$ cat src/rtl/sram_port_arbiter.sv
// Two-requester arbiter for the dual-port BDD node SRAM: round-robin write and read grants,
// collision stall (or same-cycle bypass when SRAM_ARB_BYPASS_EN is defined), tagged read responses.
module sram_port_arbiter #(
   parameter int ADDR_WIDTH = 3,
   parameter int DATA_WIDTH = 34,
   parameter int CNT_WIDTH  = 8
) (
   input  logic                    clk,
   input  logic                    rst,
   input  logic [1:0]              req_valid,
   input  logic [1:0]              req_we,
   input  logic [2*ADDR_WIDTH-1:0] req_addr,
   input  logic [2*DATA_WIDTH-1:0] req_wdata,
   output logic [1:0]              req_ready,
   output logic [1:0]              rsp_valid,
   output logic [DATA_WIDTH-1:0]   rsp_rdata,
   output logic [ADDR_WIDTH-1:0]   addr_a,
   output logic [DATA_WIDTH-1:0]   data_a,
   output logic                    we_a,
   output logic [ADDR_WIDTH-1:0]   addr_b,
   input  logic [DATA_WIDTH-1:0]   q_b,
   output logic [CNT_WIDTH-1:0]    collision_cnt
);

   logic                  r_wr_ptr;
   logic                  r_rd_ptr;
   logic [1:0]            r_rsp_valid;
   logic [CNT_WIDTH-1:0]  r_coll_cnt;
`ifdef SRAM_ARB_BYPASS_EN
   logic                  r_byp_hit;
   logic [DATA_WIDTH-1:0] r_byp_data;
`endif

   logic [1:0]            w_wr_cand;
   logic [1:0]            w_rd_cand;
   logic                  w_wr_any;
   logic                  w_rd_any;
   logic                  w_wr_sel;
   logic                  w_rd_sel;
   logic                  w_wr_gnt;
   logic                  w_rd_gnt;
   logic                  w_collision;
   logic [ADDR_WIDTH-1:0] w_wr_addr;
   logic [ADDR_WIDTH-1:0] w_rd_addr;
   logic [DATA_WIDTH-1:0] w_wr_data;

   always_comb begin
      w_wr_cand = req_valid & req_we;
      w_rd_cand = req_valid & ~req_we;
      w_wr_any  = |w_wr_cand;
      w_rd_any  = |w_rd_cand;
      // Pointer only matters when both requesters compete.
      w_wr_sel  = (&w_wr_cand) ? r_wr_ptr : w_wr_cand[1];
      w_rd_sel  = (&w_rd_cand) ? r_rd_ptr : w_rd_cand[1];
      w_wr_addr = w_wr_sel ? req_addr[2*ADDR_WIDTH-1:ADDR_WIDTH] : req_addr[ADDR_WIDTH-1:0];
      w_rd_addr = w_rd_sel ? req_addr[2*ADDR_WIDTH-1:ADDR_WIDTH] : req_addr[ADDR_WIDTH-1:0];
      w_wr_data = w_wr_sel ? req_wdata[2*DATA_WIDTH-1:DATA_WIDTH] : req_wdata[DATA_WIDTH-1:0];
      w_wr_gnt  = w_wr_any & ~rst;
      w_collision = w_wr_gnt & w_rd_any & (w_wr_addr == w_rd_addr);
`ifdef SRAM_ARB_BYPASS_EN
      w_rd_gnt  = w_rd_any & ~rst;
`else
      w_rd_gnt  = w_rd_any & ~rst & ~w_collision;
`endif
   end

   always_comb begin
      req_ready = '0;
      we_a      = 1'b0;
      addr_a    = '0;
      data_a    = '0;
      addr_b    = '0;
      if (w_wr_gnt) begin
         req_ready[w_wr_sel] = 1'b1;
         we_a   = 1'b1;
         addr_a = w_wr_addr;
         data_a = w_wr_data;
      end
      if (w_rd_gnt) begin
         req_ready[w_rd_sel] = 1'b1;
         addr_b = w_rd_addr;
      end
   end

   // Gating by rst drops a response whose read was granted just before reset.
   always_comb begin
      rsp_valid = r_rsp_valid & {2{~rst}};
      rsp_rdata = '0;
      if (|rsp_valid) begin
`ifdef SRAM_ARB_BYPASS_EN
         rsp_rdata = r_byp_hit ? r_byp_data : q_b;
`else
         rsp_rdata = q_b;
`endif
      end
   end

   assign collision_cnt = r_coll_cnt;

   always_ff @(posedge clk) begin
      if (rst) begin
         r_wr_ptr    <= 1'b0;
         r_rd_ptr    <= 1'b0;
         r_rsp_valid <= '0;
         r_coll_cnt  <= '0;
      end else begin
         if (w_wr_gnt) r_wr_ptr <= ~w_wr_sel;
         if (w_rd_gnt) r_rd_ptr <= ~w_rd_sel;
         r_rsp_valid <= {w_rd_gnt & w_rd_sel, w_rd_gnt & ~w_rd_sel};
         if (w_collision && (r_coll_cnt != '1))
            r_coll_cnt <= r_coll_cnt + {{(CNT_WIDTH-1){1'b0}}, 1'b1};
      end
   end

`ifdef SRAM_ARB_BYPASS_EN
   always_ff @(posedge clk) begin
      if (rst) begin
         r_byp_hit  <= 1'b0;
         r_byp_data <= '0;
      end else begin
         r_byp_hit  <= w_collision;
         if (w_collision) r_byp_data <= w_wr_data;
      end
   end
`endif

endmodule
$ cat config.mk
export PLATFORM = sky130hd
export DESIGN_NAME = sram_port_arbiter
export DESIGN_NICKNAME = d
export VERILOG_FILES = /design/src/rtl/sram_port_arbiter.sv
export SDC_FILE = /design/constraint.sdc
export NUM_CORES = 1
export LEC_CHECK = 0
export ABC_AREA = 1
export CORE_ASPECT_RATIO = 0.6
export CORE_UTILIZATION = 30
export DETAILED_ROUTE_END_ITERATION = 10
export GPL_TIMING_DRIVEN = 0
export PLACE_DENSITY_LB_ADDON = 0.1
export SLEW_MARGIN = 20
export SYNTH_ARGS = -nofsm -noshare
export SYNTH_HDL_FRONTEND = slang
export SYNTH_SLANG_ARGS = --single-unit
$ cat constraint.sdc
create_clock -name clk -period 2.75 [get_ports clk]
set_clock_uncertainty 0.15 [all_clocks]
set_input_delay 0.4125 -clock clk [delete_from_list [all_inputs] [get_ports clk]]
set_output_delay 0.4125 -clock clk [all_outputs]
set_load 0.01 [all_outputs]
Word-level counts from Yosys, hierarchy flattened
Cells that the tools add are included.
{"block": "classes", "order_cmp": 4, "n_reduce_logical": 8, "eq_ne": 2, "n_addsub": 1, "n_mux": 16, "bitwise_logic": 16}
{"operator": "34-bit two-way mux", "count": 3}
{"operator": "3-bit two-way mux", "count": 4}
{"operator": "8-bit by 1-bit adder with 8-bit output (second input constant)", "count": 1}
{"operator": "8-bit != test (second input constant)", "count": 1}
{"operator": "1-bit AND", "count": 7}
{"operator": "2-bit AND", "count": 3}
{"operator": "2-bit OR reduction", "count": 3}
{"operator": "1-bit two-way mux", "count": 5}
{"operator": "1-bit by 2-bit less-than comparator with 1-bit output (second input constant)", "count": 2}
{"operator": "2-bit two-way mux", "count": 2}
{"operator": "1-bit inverter", "count": 4}
{"operator": "2-bit AND reduction", "count": 2}
{"operator": "3-bit equality test", "count": 1}
{"operator": "1-bit logical AND", "count": 3}
{"operator": "1-bit demux with 1-bit select", "count": 2}
{"operator": "1-bit >= comparator (second input constant)", "count": 2}
{"operator": "2-bit inverter", "count": 1}
{"operator": "2-bit bitwise OR", "count": 1}
{"block": "word_totals", "inputBits": 114, "output_inout_bits": 87, "register_bits": 12, "word_cells": 51}

Logic depth before layout (Yosys ltp)
{"block": "depth", "ltp_word": 10, "depth_mapped": 14, "ltp_nobuf": 14}

Least setup slack after synthesis
OpenSTA, ideal clock, no wires.
{"block": "synth_path", "kind": "input to output", "start": "in rst", "end": "out rsp_rdata[10]", "required_time_ns": 2.188, "path_stages": 5, "path_slack_ns": 0.673, "t_arrival_ns": 1.515, "n_path_buf": 2, "cell_sequence": "clkbuf_1 nor2_1 nor2_1 clkbuf_1 nor2_1"}
{"block": "synth_via", "elab_chain_len": 4}
{"element": "start, declared", "line": "9", "text": "input logic rst,"}
{"element": "1-bit inverter", "line": "87", "text": "rsp_valid = r_rsp_valid & {2{~rst}};"}
{"element": "2-bit AND", "line": "87"}
{"element": "via rsp_valid[0]", "line": "15", "text": "output logic [1:0] rsp_valid,"}
{"element": "2-bit OR reduction", "line": "89", "text": "if (|rsp_valid) begin"}
{"element": "34-bit two-way mux", "line": "89"}
{"element": "end, declared", "line": "16", "text": "output logic [DATA_WIDTH-1:0] rsp_rdata,"}
The timed path passes the listed nets, and every way through them passes these cells.

Worst setup path after layout
{"block": "layout_path", "start": "in rst", "end": "out rsp_rdata[24]"}
{"block": "layout_via", "elab_chain_len": 4}
{"element": "1-bit inverter", "line": "87"}
{"element": "2-bit AND", "line": "87"}
{"element": "2-bit OR reduction", "line": "89"}
{"element": "34-bit two-way mux", "line": "89"}
No other way between the ends.

==> impl_metrics.json <==
{
  "start_util_pct": 31.1,
  "wl_um": 8430,
  "drc": 0,
  "area_delta_synth_final_pct": 130,
  "ir_worst_vdd_mv": 0.199,
  "die-width_um": 100,
  "vias": 2952,
  "synth.avg_cell_area_um2": 5.17,
  "cts_hold_buf": 0,
  "dpl.hpwl_um": 6760,
  "ys.warnings.count": 0,
  "h-tree-depth": 1,
  "syn_inst": 337,
  "rr_endpoint": "collision_cnt[0]",
  "total_power_w": 0.000870,
  "grt_max_degree": 11,
  "gp_congestion": 0.854,
  "crit_chain": "clkdlybuf4s50_1, buf_6, nor2_4, nor2_4, clkbuf_4, nor2_1, clkdlybuf4s50_1",
  "cap_violations": 0,
  "hp-class": "reg2reg",
  "crit_required_ns": 2.19,
  "path_max_fanout": 10,
  "fin_util_pct": 71.6,
  "clk_path_buf_depth": 2,
  "seq_power_share_pct": 20.6,
  "netlist_area_mm2": 0.00174,
  "rows": 21,
  "end_kind": "output port",
  "final_net_count": 663,
  "worst_setup_path_start_kind": "input pin",
  "drt_iter0_drc": 113,
  "reg2reg_slack_ns": 0.91,
  "synthDistinctLibCells": 28,
  "ys_seq_area_share_pct": 13.8,
  "ys_ff_latch": 12,
  "track_usage_pct": 23.7,
  "fin_cells": 627,
  "ant_nets": 0,
  "setup_viol": 0,
  "grt_pass1_wl_um": 11500,
  "die_h_um": 61.0,
  "slowest_stage": "clkdlybuf4s50_1",
  "rr_worst_depth": 13,
  "powerDensity_mw_per_mm2": 217,
  "clock_latency_ns": 0.25,
  "p_comb_share_pct": 56.6,
  "holdPathStages": 2,
  "clkPwrFrac_pct": 22.8,
  "insertedDiodeCount": 0,
  "report.final.slew_viol_count": 0,
  "path_class": "in2out",
  "setup_ws_ns": 0.0955,
  "hold_viol": 0,
  "routed_via_density": 4.71,
  "power.switching_w": 0.000289,
  "cts_tree": "yes",
  "place_ws_ns": -0.592,
  "max_freq_ghz": 0.377,
  "post-route-period-util_pct": 96.5,
  "tightest_slew_ns": 0.346,
  "drtPass1Iterations": 4,
  "path_clk_slew_ns": 0.05,
  "hold_start": "r_wr_ptr",
  "grt.overflow.total": 0,
  "io_pins": 201,
  "io_buffers": 200,
  "clkSinkCount": 12,
  "synth_nets": 452,
  "p_leak_nw": 2.02,
  "netSwitchingFraction_pct": 33.2,
  "slowest_delay_ns": 0.50,
  "hold_end": "r_wr_ptr",
  "setup_tns_ns": 0,
  "dp_cells": 617,
  "outcome": "complete, no violations",
  "internal_power_w": 0.000581,
  "slew_headroom_pct": 76.8,
  "core_region_area_mm2": 0.00560,
  "first_global_vias": 2396,
  "period_minus_slack_ns": 2.65,
  "cts-root-buf": "clkbuf_8",
  "die_area_mm2": 0.00612,
  "numCtsBuffers": 3,
  "routedWlPerCell_um": 13.4,
  "drive_gt1_share_pct": 10.6,
  "r2r-start": "r_wr_ptr",
  "antenna_found_initial": 0,
  "cp_data_arrival_time_ns": 2.09
}
-- logic make-up (layout without fill, tap and decap cells) --
family                   Yosys count  after routing  synth area share, %
AND/OR/NAND/NOR                  199            199                 52.3
buffers and inverters             74            284                 17.4
AO/OA/AOI/OAI                     46             46                 13.3
flip-flops                        12             12                 13.8
XOR/XNOR                           5              5                 2.51
adder cells (fa/ha/maj)            1              1                0.718
-- how the worst max path moves through the flow --
stage                            start            end  slack, ns  cells past startpoint
after floorplan                    rst  rsp_rdata[10]       0.67                      5
after global placement             rst   rsp_rdata[8]      -0.57                      7
after detailed placement           rst  rsp_rdata[11]      -0.59                      7
after CTS                 req_valid[1]     data_a[15]      -0.05                      9
after global routing               rst  rsp_rdata[30]      -0.01                      7
final                              rst  rsp_rdata[24]        0.1                      7
-- registers in the layout (all words and copies together), names as in the netlist --
| register | count |
|---|---|
| r_wr_ptr | 1 |
| r_rd_ptr | 1 |
| collision_cnt | 8 |
| r_rsp_valid | 2 |
-- power groups by stage --
stage / Combinational (W) / Sequential [W] / Clock [W]
6_report: 0.000492 / 0.000179 / 0.000198
5_1_grt: 0.000531 / 0.000180 / 0.000206
4_1_cts: 0.000487 / 0.000179 / 0.000201
3_5_place_dp: 0.000479 / 0.000183 / 0
3_3_place_gp: 0.000473 / 0.000183 / 0
2_1_floorplan: 0.000184 / 0.000183 / 0
-- critical path, delay by kind of cell --
kind | cells | cell delay, ns
buffers and inverters | 4 | 1.38
and+or+nand+nor | 3 | 0.29
-- routing by layer --
| layer | wire [µm] | share of wire [%] | global-route usage (%) | up-vias |
|---|---|---|---|---|
| met5 | 0 | 0 | 0 | - |
| met4 | 31 | 0.37 | 3.73 | 0 |
| met3 | 681 | 8.1 | 6.70 | 5 |
| met2 | 4100 | 49 | 42.1 | 123 |
| met1 | 3610 | 43 | 29.7 | 1347 |
| li1 | - | - | - | 1477 |
-- Yosys cell counts --
| cell type | instances | area, µm² |
|---|---|---|
| o22ai_1 | 1 | 6.26 |
| xnor2_1 | 2 | 17.5 |
| nor2_1 | 53 | 199 |
| dfxtp_1 | 12 | 240 |
| clkbuf_1 | 15 | 56.3 |
| nand2_4 | 2 | 22.5 |
| nor2_4 | 2 | 22.5 |
| nand3_2 | 2 | 20.0 |
| o21ai_1 | 2 | 10.0 |
| xor2_1 | 3 | 26.3 |
| nand3_1 | 47 | 235 |
| nor2_8 | 1 | 20.0 |
| nor3_1 | 1 | 5.00 |
| buf_6 | 3 | 33.8 |
| inv_1 | 52 | 195 |
| inv_2 | 1 | 3.75 |
| a21oi_1 | 42 | 210 |
| clkinv_2 | 1 | 5.00 |
| ha_1 | 1 | 12.5 |
| buf_1 | 1 | 3.75 |
| nand2_1 | 78 | 293 |
| nor2_2 | 1 | 6.26 |
| nand2_2 | 4 | 25.0 |
| nand3b_1 | 1 | 7.51 |
| o21ai_0 | 1 | 5.00 |
| nand4_1 | 6 | 37.5 |
| nand3_4 | 1 | 17.5 |
| buf_2 | 1 | 5.00 |
-- cells in the final DEF, fill, tap and decap left out, types with 2 or more instances in the layout --
master	n
dfxtp_1	12
xor2_1	3
buf_2	5
nand4_1	6
dlygate4sd2_1	29
buf_6	4
nor2_2	2
clkbuf_4	7
dlymetal6s2s_1	6
nand2_2	5
a21oi_1	41
nand2_1	76
clkdlybuf4s50_1	160
xnor2_1	2
nand3_1	47
nand2_4	3
nor2_4	5
clkbuf_8	4
nor2_1	49
inv_1	52
buf_4	10
clkbuf_2	5
nand3_4	3
-- stage by stage --
stage | hold WS, ns | instance area (µm²)
3_3_place_gp | 0.304 | 3840
3_5_place_dp | 0.313 | 3840
2_1_floorplan | 0.293 | 1740
5_1_grt | 0.344 | 4010
6_report | 0.317 | 4010
4_1_cts | 0.321 | 3980
-- what timing repair did --
action | 4_1_cts | 5_1_grt
setup buffers | 6 | 0
endpoints found under the setup margin | 77 | 46
endpoints found under the hold margin | 0 | 0
gates resized for setup | 86 | 17
pin swaps | 3 | 3
-- layout make-up --
| type | instances | area, µm² |
|---|---|---|
| clock buffer | 4 | 55.1 |
| buffer | 20 | 153 |
| sequential | 12 | 240 |
| fill | 481 | 1590 |
| timing repair buffer | 206 | 2000 |
| inverter | 54 | 204 |
| multi-input combinational | 251 | 1260 |
| tap | 80 | 100 |
Power figures use the tool's default switching activity.
